===== config.mk =====
export PLATFORM = sky130hd
export DESIGN_NAME = usb_tx_packet_encoder
export DESIGN_NICKNAME = d
export VERILOG_FILES = /design/src/rtl/usb_pkg.sv /design/src/rtl/usb_crc16_gen.sv /design/src/rtl/usb_tx_packet_encoder.sv
export SDC_FILE = /design/constraint.sdc
export NUM_CORES = 1
export LEC_CHECK = 0
export ABC_AREA = 1
export BUFFER_PORTS_ARGS = -buffer_cell sky130_fd_sc_hd__buf_2
export CAP_MARGIN = 15
export CORE_UTILIZATION = 40
export DETAILED_ROUTE_END_ITERATION = 6
export GPL_ROUTABILITY_DRIVEN = 0
export HOLD_SLACK_MARGIN = 0.03
export PLACE_DENSITY = 0.65
export SYNTH_ARGS = -nofsm -noshare
export SYNTH_HDL_FRONTEND = slang
export SYNTH_SLANG_ARGS = --single-unit

===== constraint.sdc =====
create_clock -name clk -period 2.7 [get_ports clk]
set_clock_uncertainty 0.2 [all_clocks]
set_input_delay 0.405 -clock clk [delete_from_list [all_inputs] [get_ports clk]]
set_output_delay 0.405 -clock clk [all_outputs]
set_load 0.02 [all_outputs]

===== src/rtl/usb_pkg.sv =====
// Shared definitions for the USB full-speed transmit path.
// Holds request codes, PIDs, framing constants and the encoder state type.
package usb_pkg;

    localparam logic [2:0] TX_NONE  = 3'd0;
    localparam logic [2:0] TX_DATA0 = 3'd1;
    localparam logic [2:0] TX_ACK   = 3'd2;
    localparam logic [2:0] TX_NAK   = 3'd3;
    localparam logic [2:0] TX_STALL = 3'd4;

    localparam logic [3:0] PID_DATA0 = 4'b0011;
    localparam logic [3:0] PID_ACK   = 4'b0010;
    localparam logic [3:0] PID_NAK   = 4'b1010;
    localparam logic [3:0] PID_STALL = 4'b1110;

    localparam logic [7:0]  SYNC_BYTE  = 8'h80;
    localparam logic [15:0] CRC16_POLY = 16'h8005;
    localparam logic [15:0] CRC16_INIT = 16'hFFFF;

    typedef enum logic [2:0] {
        IDLE, SYNC, PID, DATA, CRC_LO, CRC_HI, EOP_SE0, EOP_J
    } tx_state_t;

    // PID byte carries the check nibble in the upper half.
    function automatic logic [7:0] pid_byte(input logic [2:0] code);
        logic [3:0] pid;
        case (code)
            TX_DATA0: pid = PID_DATA0;
            TX_ACK:   pid = PID_ACK;
            TX_NAK:   pid = PID_NAK;
            default:  pid = PID_STALL;
        endcase
        return {~pid, pid};
    endfunction

    function automatic logic [15:0] reflect16(input logic [15:0] v);
        logic [15:0] r;
        for (int i = 0; i < 16; i++) r[i] = v[15 - i];
        return r;
    endfunction

endpackage


===== src/rtl/usb_crc16_gen.sv =====
// Serial USB CRC16, fed LSB first; register kept in reflected bit order so
// bit 0 is the first remainder bit to go on the wire.
module usb_crc16_gen
    import usb_pkg::*;
(
    input  logic        clk,
    input  logic        n_rst,
    input  logic        clear,
    input  logic        shift_en,
    input  logic        bit_in,
    output logic [15:0] crc
);

    localparam logic [15:0] POLY_REFL = reflect16(CRC16_POLY);

    logic fb;
    assign fb = bit_in ^ crc[0];

    always_ff @(posedge clk or negedge n_rst) begin
        if (!n_rst)        crc <= CRC16_INIT;
        else if (clear)    crc <= CRC16_INIT;
        else if (shift_en) crc <= (crc >> 1) ^ (fb ? POLY_REFL : 16'h0000);
    end

endmodule


===== src/rtl/usb_tx_packet_encoder.sv =====
// USB full-speed packet transmitter: frames SYNC/PID/payload/CRC16/EOP,
// applies bit stuffing and NRZI, and pops payload bytes from the TX FIFO.
module usb_tx_packet_encoder
    import usb_pkg::*;
#(
    parameter int CLKS_PER_BIT = 8,
    parameter int MAX_PAYLOAD  = 64
) (
    input  logic       clk,
    input  logic       n_rst,
    input  logic [2:0] tx_packet,
    input  logic [6:0] buffer_occupancy,
    input  logic [7:0] tx_packet_data,
    output logic       get_tx_packet_data,
    output logic       tx_transfer_active,
    output logic       tx_error,
    output logic       dp_out,
    output logic       dm_out
);

    localparam int CW = $clog2(CLKS_PER_BIT);

    tx_state_t   state, state_nx;
    logic [CW-1:0] bit_cnt, bit_cnt_nx;
    logic [7:0]  sr, sr_nx;
    logic [2:0]  bit_idx, bit_idx_nx;
    logic [6:0]  byte_cnt, byte_cnt_nx;
    logic [6:0]  pay_len;
    logic [2:0]  code;
    logic [2:0]  ones, ones_nx;
    logic        stuff, stuff_nx;
    logic        load, load_nx;
    logic        lvl, lvl_nx;
    logic [15:0] crc;

    logic accept, bad_req, bit_end, cur_bit, counted, line_lvl, stuff_due, crc_shift;
    logic [6:0] occ_clamped;

    assign accept      = (state == IDLE) && (tx_packet inside {TX_DATA0, TX_ACK, TX_NAK, TX_STALL});
    assign bad_req     = (state == IDLE) && (tx_packet > TX_STALL);
    assign bit_end     = (state != IDLE) && (bit_cnt == CW'(CLKS_PER_BIT - 1));
    assign occ_clamped = (buffer_occupancy > 7'(MAX_PAYLOAD)) ? 7'(MAX_PAYLOAD) : buffer_occupancy;
    // A freshly popped byte is not registered yet during its first cycle.
    assign cur_bit     = stuff ? 1'b0 : (load ? tx_packet_data[0] : sr[0]);
    assign counted     = state inside {PID, DATA, CRC_LO, CRC_HI};
    assign line_lvl    = cur_bit ? lvl : ~lvl;
    assign stuff_due   = counted && !stuff && cur_bit && (ones == 3'd5);
    assign crc_shift   = (state == DATA) && !stuff && (bit_cnt == '0);

    usb_crc16_gen u_crc (
        .clk      (clk),
        .n_rst    (n_rst),
        .clear    (accept),
        .shift_en (crc_shift),
        .bit_in   (cur_bit),
        .crc      (crc)
    );

    always_ff @(posedge clk or negedge n_rst) begin
        if (!n_rst) begin
            state    <= IDLE;
            bit_cnt  <= '0;
            sr       <= '0;
            bit_idx  <= '0;
            byte_cnt <= '0;
            pay_len  <= '0;
            code     <= TX_NONE;
            ones     <= '0;
            stuff    <= 1'b0;
            load     <= 1'b0;
            lvl      <= 1'b1;
            tx_error <= 1'b0;
        end else begin
            state    <= state_nx;
            bit_cnt  <= bit_cnt_nx;
            sr       <= sr_nx;
            bit_idx  <= bit_idx_nx;
            byte_cnt <= byte_cnt_nx;
            ones     <= ones_nx;
            stuff    <= stuff_nx;
            load     <= load_nx;
            lvl      <= lvl_nx;
            tx_error <= bad_req;
            if (accept) begin
                code    <= tx_packet;
                pay_len <= occ_clamped;
            end
        end
    end

    always_comb begin
        state_nx    = state;
        bit_cnt_nx  = bit_cnt;
        sr_nx       = load ? tx_packet_data : sr;
        bit_idx_nx  = bit_idx;
        byte_cnt_nx = byte_cnt;
        ones_nx     = ones;
        stuff_nx    = stuff;
        load_nx     = 1'b0;
        lvl_nx      = lvl;
        if (accept) begin
            state_nx    = SYNC;
            bit_cnt_nx  = '0;
            sr_nx       = SYNC_BYTE;
            bit_idx_nx  = '0;
            byte_cnt_nx = '0;
            ones_nx     = '0;
            stuff_nx    = 1'b0;
            lvl_nx      = 1'b1;
        end else if (state != IDLE) begin
            bit_cnt_nx = bit_end ? '0 : bit_cnt + CW'(1);
        end
        if (bit_end) begin
            if (counted && !stuff) ones_nx = (cur_bit && !stuff_due) ? ones + 3'd1 : 3'd0;
            stuff_nx = stuff_due;
            if (state inside {SYNC, PID, DATA, CRC_LO, CRC_HI}) lvl_nx = line_lvl;
            // A stuffed bit holds the FSM and shift register for one bit time.
            if (!stuff_due) begin
                case (state)
                    EOP_SE0: begin
                        if (bit_idx == 3'd0) bit_idx_nx = 3'd1;
                        else begin
                            state_nx   = EOP_J;
                            bit_idx_nx = 3'd0;
                        end
                    end
                    EOP_J: begin
                        state_nx = IDLE;
                        lvl_nx   = 1'b1;
                    end
                    default: begin
                        if (bit_idx != 3'd7) begin
                            bit_idx_nx = bit_idx + 3'd1;
                            sr_nx      = {1'b0, sr[7:1]};
                        end else begin
                            bit_idx_nx = 3'd0;
                            case (state)
                                SYNC: begin
                                    state_nx = PID;
                                    sr_nx    = pid_byte(code);
                                end
                                PID, DATA: begin
                                    if (code != TX_DATA0) state_nx = EOP_SE0;
                                    else if (byte_cnt != pay_len) begin
                                        state_nx    = DATA;
                                        load_nx     = 1'b1;
                                        byte_cnt_nx = byte_cnt + 7'd1;
                                    end else begin
                                        state_nx = CRC_LO;
                                        sr_nx    = ~crc[7:0];
                                    end
                                end
                                CRC_LO: begin
                                    state_nx = CRC_HI;
                                    sr_nx    = ~crc[15:8];
                                end
                                default: state_nx = EOP_SE0;
                            endcase
                        end
                    end
                endcase
            end
        end
    end

    assign get_tx_packet_data = load;
    assign tx_transfer_active = (state != IDLE);

    always_comb begin
        dp_out = 1'b1;
        dm_out = 1'b0;
        case (state)
            IDLE, EOP_J: begin
                dp_out = 1'b1;
                dm_out = 1'b0;
            end
            EOP_SE0: begin
                dp_out = 1'b0;
                dm_out = 1'b0;
            end
            default: begin
                dp_out = line_lvl;
                dm_out = ~line_lvl;
            end
        endcase
    end

endmodule


==> impl_metrics.env <==
export IMPL_clk_pin_slew_worst_paths_ns=0.07
export IMPL_power_density_nw_per_um2=971
export IMPL_grt_pass1_vias=2742
export IMPL_core_sq_um=7850
export IMPL_initial_utilization_pct=41.8
export IMPL_relSlewSlack_pct=39.1
export IMPL_grt_max_degree=37
export IMPL_worst_pin_slew_ns=0.911
export IMPL_grt_util_met3_pct=4.60
export IMPL_yosysWarningCount=0
export IMPL_synthCells=414
export IMPL_grt_pass1_wl_um=12900
export IMPL_design_area_sq_um=3690
export IMPL_std_cell_rows=32
export IMPL_grt_setup_unrepaired="no"
export IMPL_clock_sinks=57
export IMPL_setup_tns_ns=0
export IMPL_cts_tree="yes"
export IMPL_clockPowerShare_pct=18.7
export IMPL_finalPower_w=0.00359
export IMPL_p_sw_w=0.00153
export IMPL_grt_overflow=0
export IMPL_ant_nets=0
export IMPL_place_hpwl_um=5580
export IMPL_grt_busiest_layer="met2"
export IMPL_worstSetupPathType="reg -> out"
export IMPL_fmax_mhz=404
export IMPL_wl_um=7490
export IMPL_insertion_delay_ns=0.34
export IMPL_endpoint_kind="output pin"
export IMPL_switching_share_pct=42.7
export IMPL_track_usage_pct=19.6
export IMPL_final_cell_mix="80 x nand2_1, 65 x inv_1, 41 x nor2_1, 39 x dfrtp_1, 34 x o21ai_0"
export IMPL_worst_path_max_fanout=9
export IMPL_irDropWorstVdd_v=0.000389
export IMPL_io_pins=25
export IMPL_dieArea_sq_um=8560
export IMPL_placed_area_sq_um=3520
export IMPL_timing_hold_ws_ns=0.0717
export IMPL_synth_cell_area_sq_um=3280
export IMPL_dr_first_iter_drc_count=175
export IMPL_slew_viol_final=0
export IMPL_cts_buffers_inserted=9
export IMPL_grt_util_met1_pct=27.0
export IMPL_whs_path_depth=3
export IMPL_r2r_cells=8
export IMPL_wl_per_cell_um=13.6
export IMPL_yosysSeqAreaShare_pct=44.1
export IMPL_antenna_cells=0
export IMPL_worstHoldPathType="in -> reg"
export IMPL_cap_violations=0
export IMPL_die_y_um=92.5
export IMPL_drive_gt1_share_pct=18.2
export IMPL_startpoint_type="register"
export IMPL_power_static_leakage_nw=1.87
export IMPL_vias=2769
export IMPL_drt_vias_per_instance=5.02
export IMPL_ys_types=38
export IMPL_area_delta_synth_final_pct=12.7
export IMPL_clk_path_buf_depth=2
export IMPL_hold_viol_final=0
export IMPL_antenna_found_initial=0
export IMPL_die_x_um=92.5
export IMPL_syn_num_nets=443
export IMPL_post_cts_buffers=0
export IMPL_drc=0
export IMPL_setup_viol=0
export IMPL_final_common_cell="nand2_1"
export IMPL_syn_avg_cell_area_sq_um=7.92
export IMPL_arrival_ns=1.87
export IMPL_synth_seq_cells=57
export IMPL_critPathRequiredTime_ns=2.10
export IMPL_cts_root_buf="clkbuf_8"
export IMPL_nets=474
export IMPL_use_met2_pct=29.6
export IMPL_internal_power_w=0.00206
export IMPL_pwr_share_seq_pct=38.5
export IMPL_status="completed"
export IMPL_postLayoutCoreUtil_pct=47.1
export IMPL_timing_final_crit_share_pct=91.6
export IMPL_period_minus_slack_ns=2.47
export IMPL_dr_pass1_iters=4
export IMPL_p_comb_share_pct=42.8
export IMPL_cts_htree_levels=3
export IMPL_portBuffers=24
metal layers:
layer  vias up  part of all wire, %
met2        36                   46
met5         -                    0
met4         0                  1.5
met3        11                  2.8
li1       1406                    -
met1      1316                   50
cells by family after synthesis:
group | count (synthesis) | share of synthesized area, %
and+or+nand+nor | 166 | 23.1
AOI/OAI and AO/OA | 88 | 16.1
buffers and inverters | 81 | 9.73
DFF | 57 | 44.1
xor gates and xnor gates | 12 | 3.20
adders and majority gates | 9 | 3.43
muxes | 1 | 0.305
timing repair:
action,4_1_cts,5_1_grt
hold endpoints to repair,20,0
hold buffers,1,0
endpoints found under the setup margin,0,1
resized for setup,0,1
worst paths after layout:
path	slack, ns	to	startpoint
hold / removal	0.07	pay_len[3]	buffer_occupancy[3]
hold reg to reg	0.31	u_crc.crc[9]	u_crc.crc[9]
min in group asynchronous	0.37	pay_len[3]	n_rst
setup / recovery	0.23	dp_out	get_tx_packet_data
max in group asynchronous	1.28	u_crc.crc[2]	n_rst
setup reg to reg	0.52	u_crc.crc[13]	state[0]
cell type report:
type,count,area [sq um]
clock inverters,6,35.0
repair buffers,28,165
fillers,800,4150
clock buffers,10,128
multi-input cells,276,1510
flip-flops and latches,57,1450
inverters,73,278
well taps,102,128
metrics by stage:
stage	cells	setup WS, ns
final	552	0.227
after global routing	552	0.0965
after CTS	552	0.128
after detailed placement	535	0.442
after global placement	535	0.495
after floorplan	414	0.513
flip-flops by register name, summed over array words and instances (netlist names):
| signal | flops |
|---|---|
| sr | 8 |
| code | 3 |
| pay_len | 7 |
| lvl | 1 |
| ones | 3 |
| bit_idx | 3 |
| state | 3 |
| get_tx_packet_data | 1 |
| stuff | 1 |
| bit_cnt | 3 |
| u_crc.crc | 16 |
| tx_error | 1 |
| byte_cnt | 7 |
synthesized netlist by cell type:
cell,instances,share of area [%]
nand2_1,80,9.2
inv_1,65,7.4
nor2_1,41,4.7
dfrtp_1,40,31
o21ai_0,34,5.2
a22oi_1,18,4.1
dfstp_2,17,14
nand3_1,17,2.6
a21oi_1,14,2.1
o22ai_1,10,1.9
ha_1,9,3.4
xor2_1,8,2.1
inv_2,5,0.57
nand4_1,5,0.95
nor2_2,5,0.95
nor3_1,5,0.76
a211oi_1,4,0.92
xnor2_1,4,1.1
a22o_1,3,0.80
buf_2,3,0.46
clkbuf_1,3,0.34
nand2_2,3,0.57
o31ai_1,3,0.69
nand3_4,2,1.1
o21ai_1,2,0.31
or2_0,2,0.38
and2_1,1,0.19
buf_1,1,0.11
buf_6,1,0.34
clkinv_1,1,0.11
clkinv_2,1,0.15
inv_4,1,0.19
mux2i_1,1,0.31
nand2_4,1,0.34
nand2_8,1,0.61
nand3_2,1,0.31
nor2_4,1,0.34
or2_2,1,0.19
power groups by stage:
stage / Sequential, W / Clock (W) / Combinational [W]
3_3_place_gp: 0.00138 / 0 / 0.00149
2_1_floorplan: 0.00134 / 0 / 0.00118
5_1_grt: 0.00142 / 0.000736 / 0.00176
6_report: 0.00138 / 0.000671 / 0.00154
4_1_cts: 0.00138 / 0.000696 / 0.00154
3_5_place_dp: 0.00139 / 0 / 0.00153
worst max-delay path: stages (launching register included):
cell and delay [ns]:
dfrtp_2 0.49, o21ai_1 0.24, nand2_1 0.20, xor2_1 0.18
nor2_1 0.18, nor2_1 0.06, buf_2 0.17
Note: power is estimated with default switching activity, not from simulation.
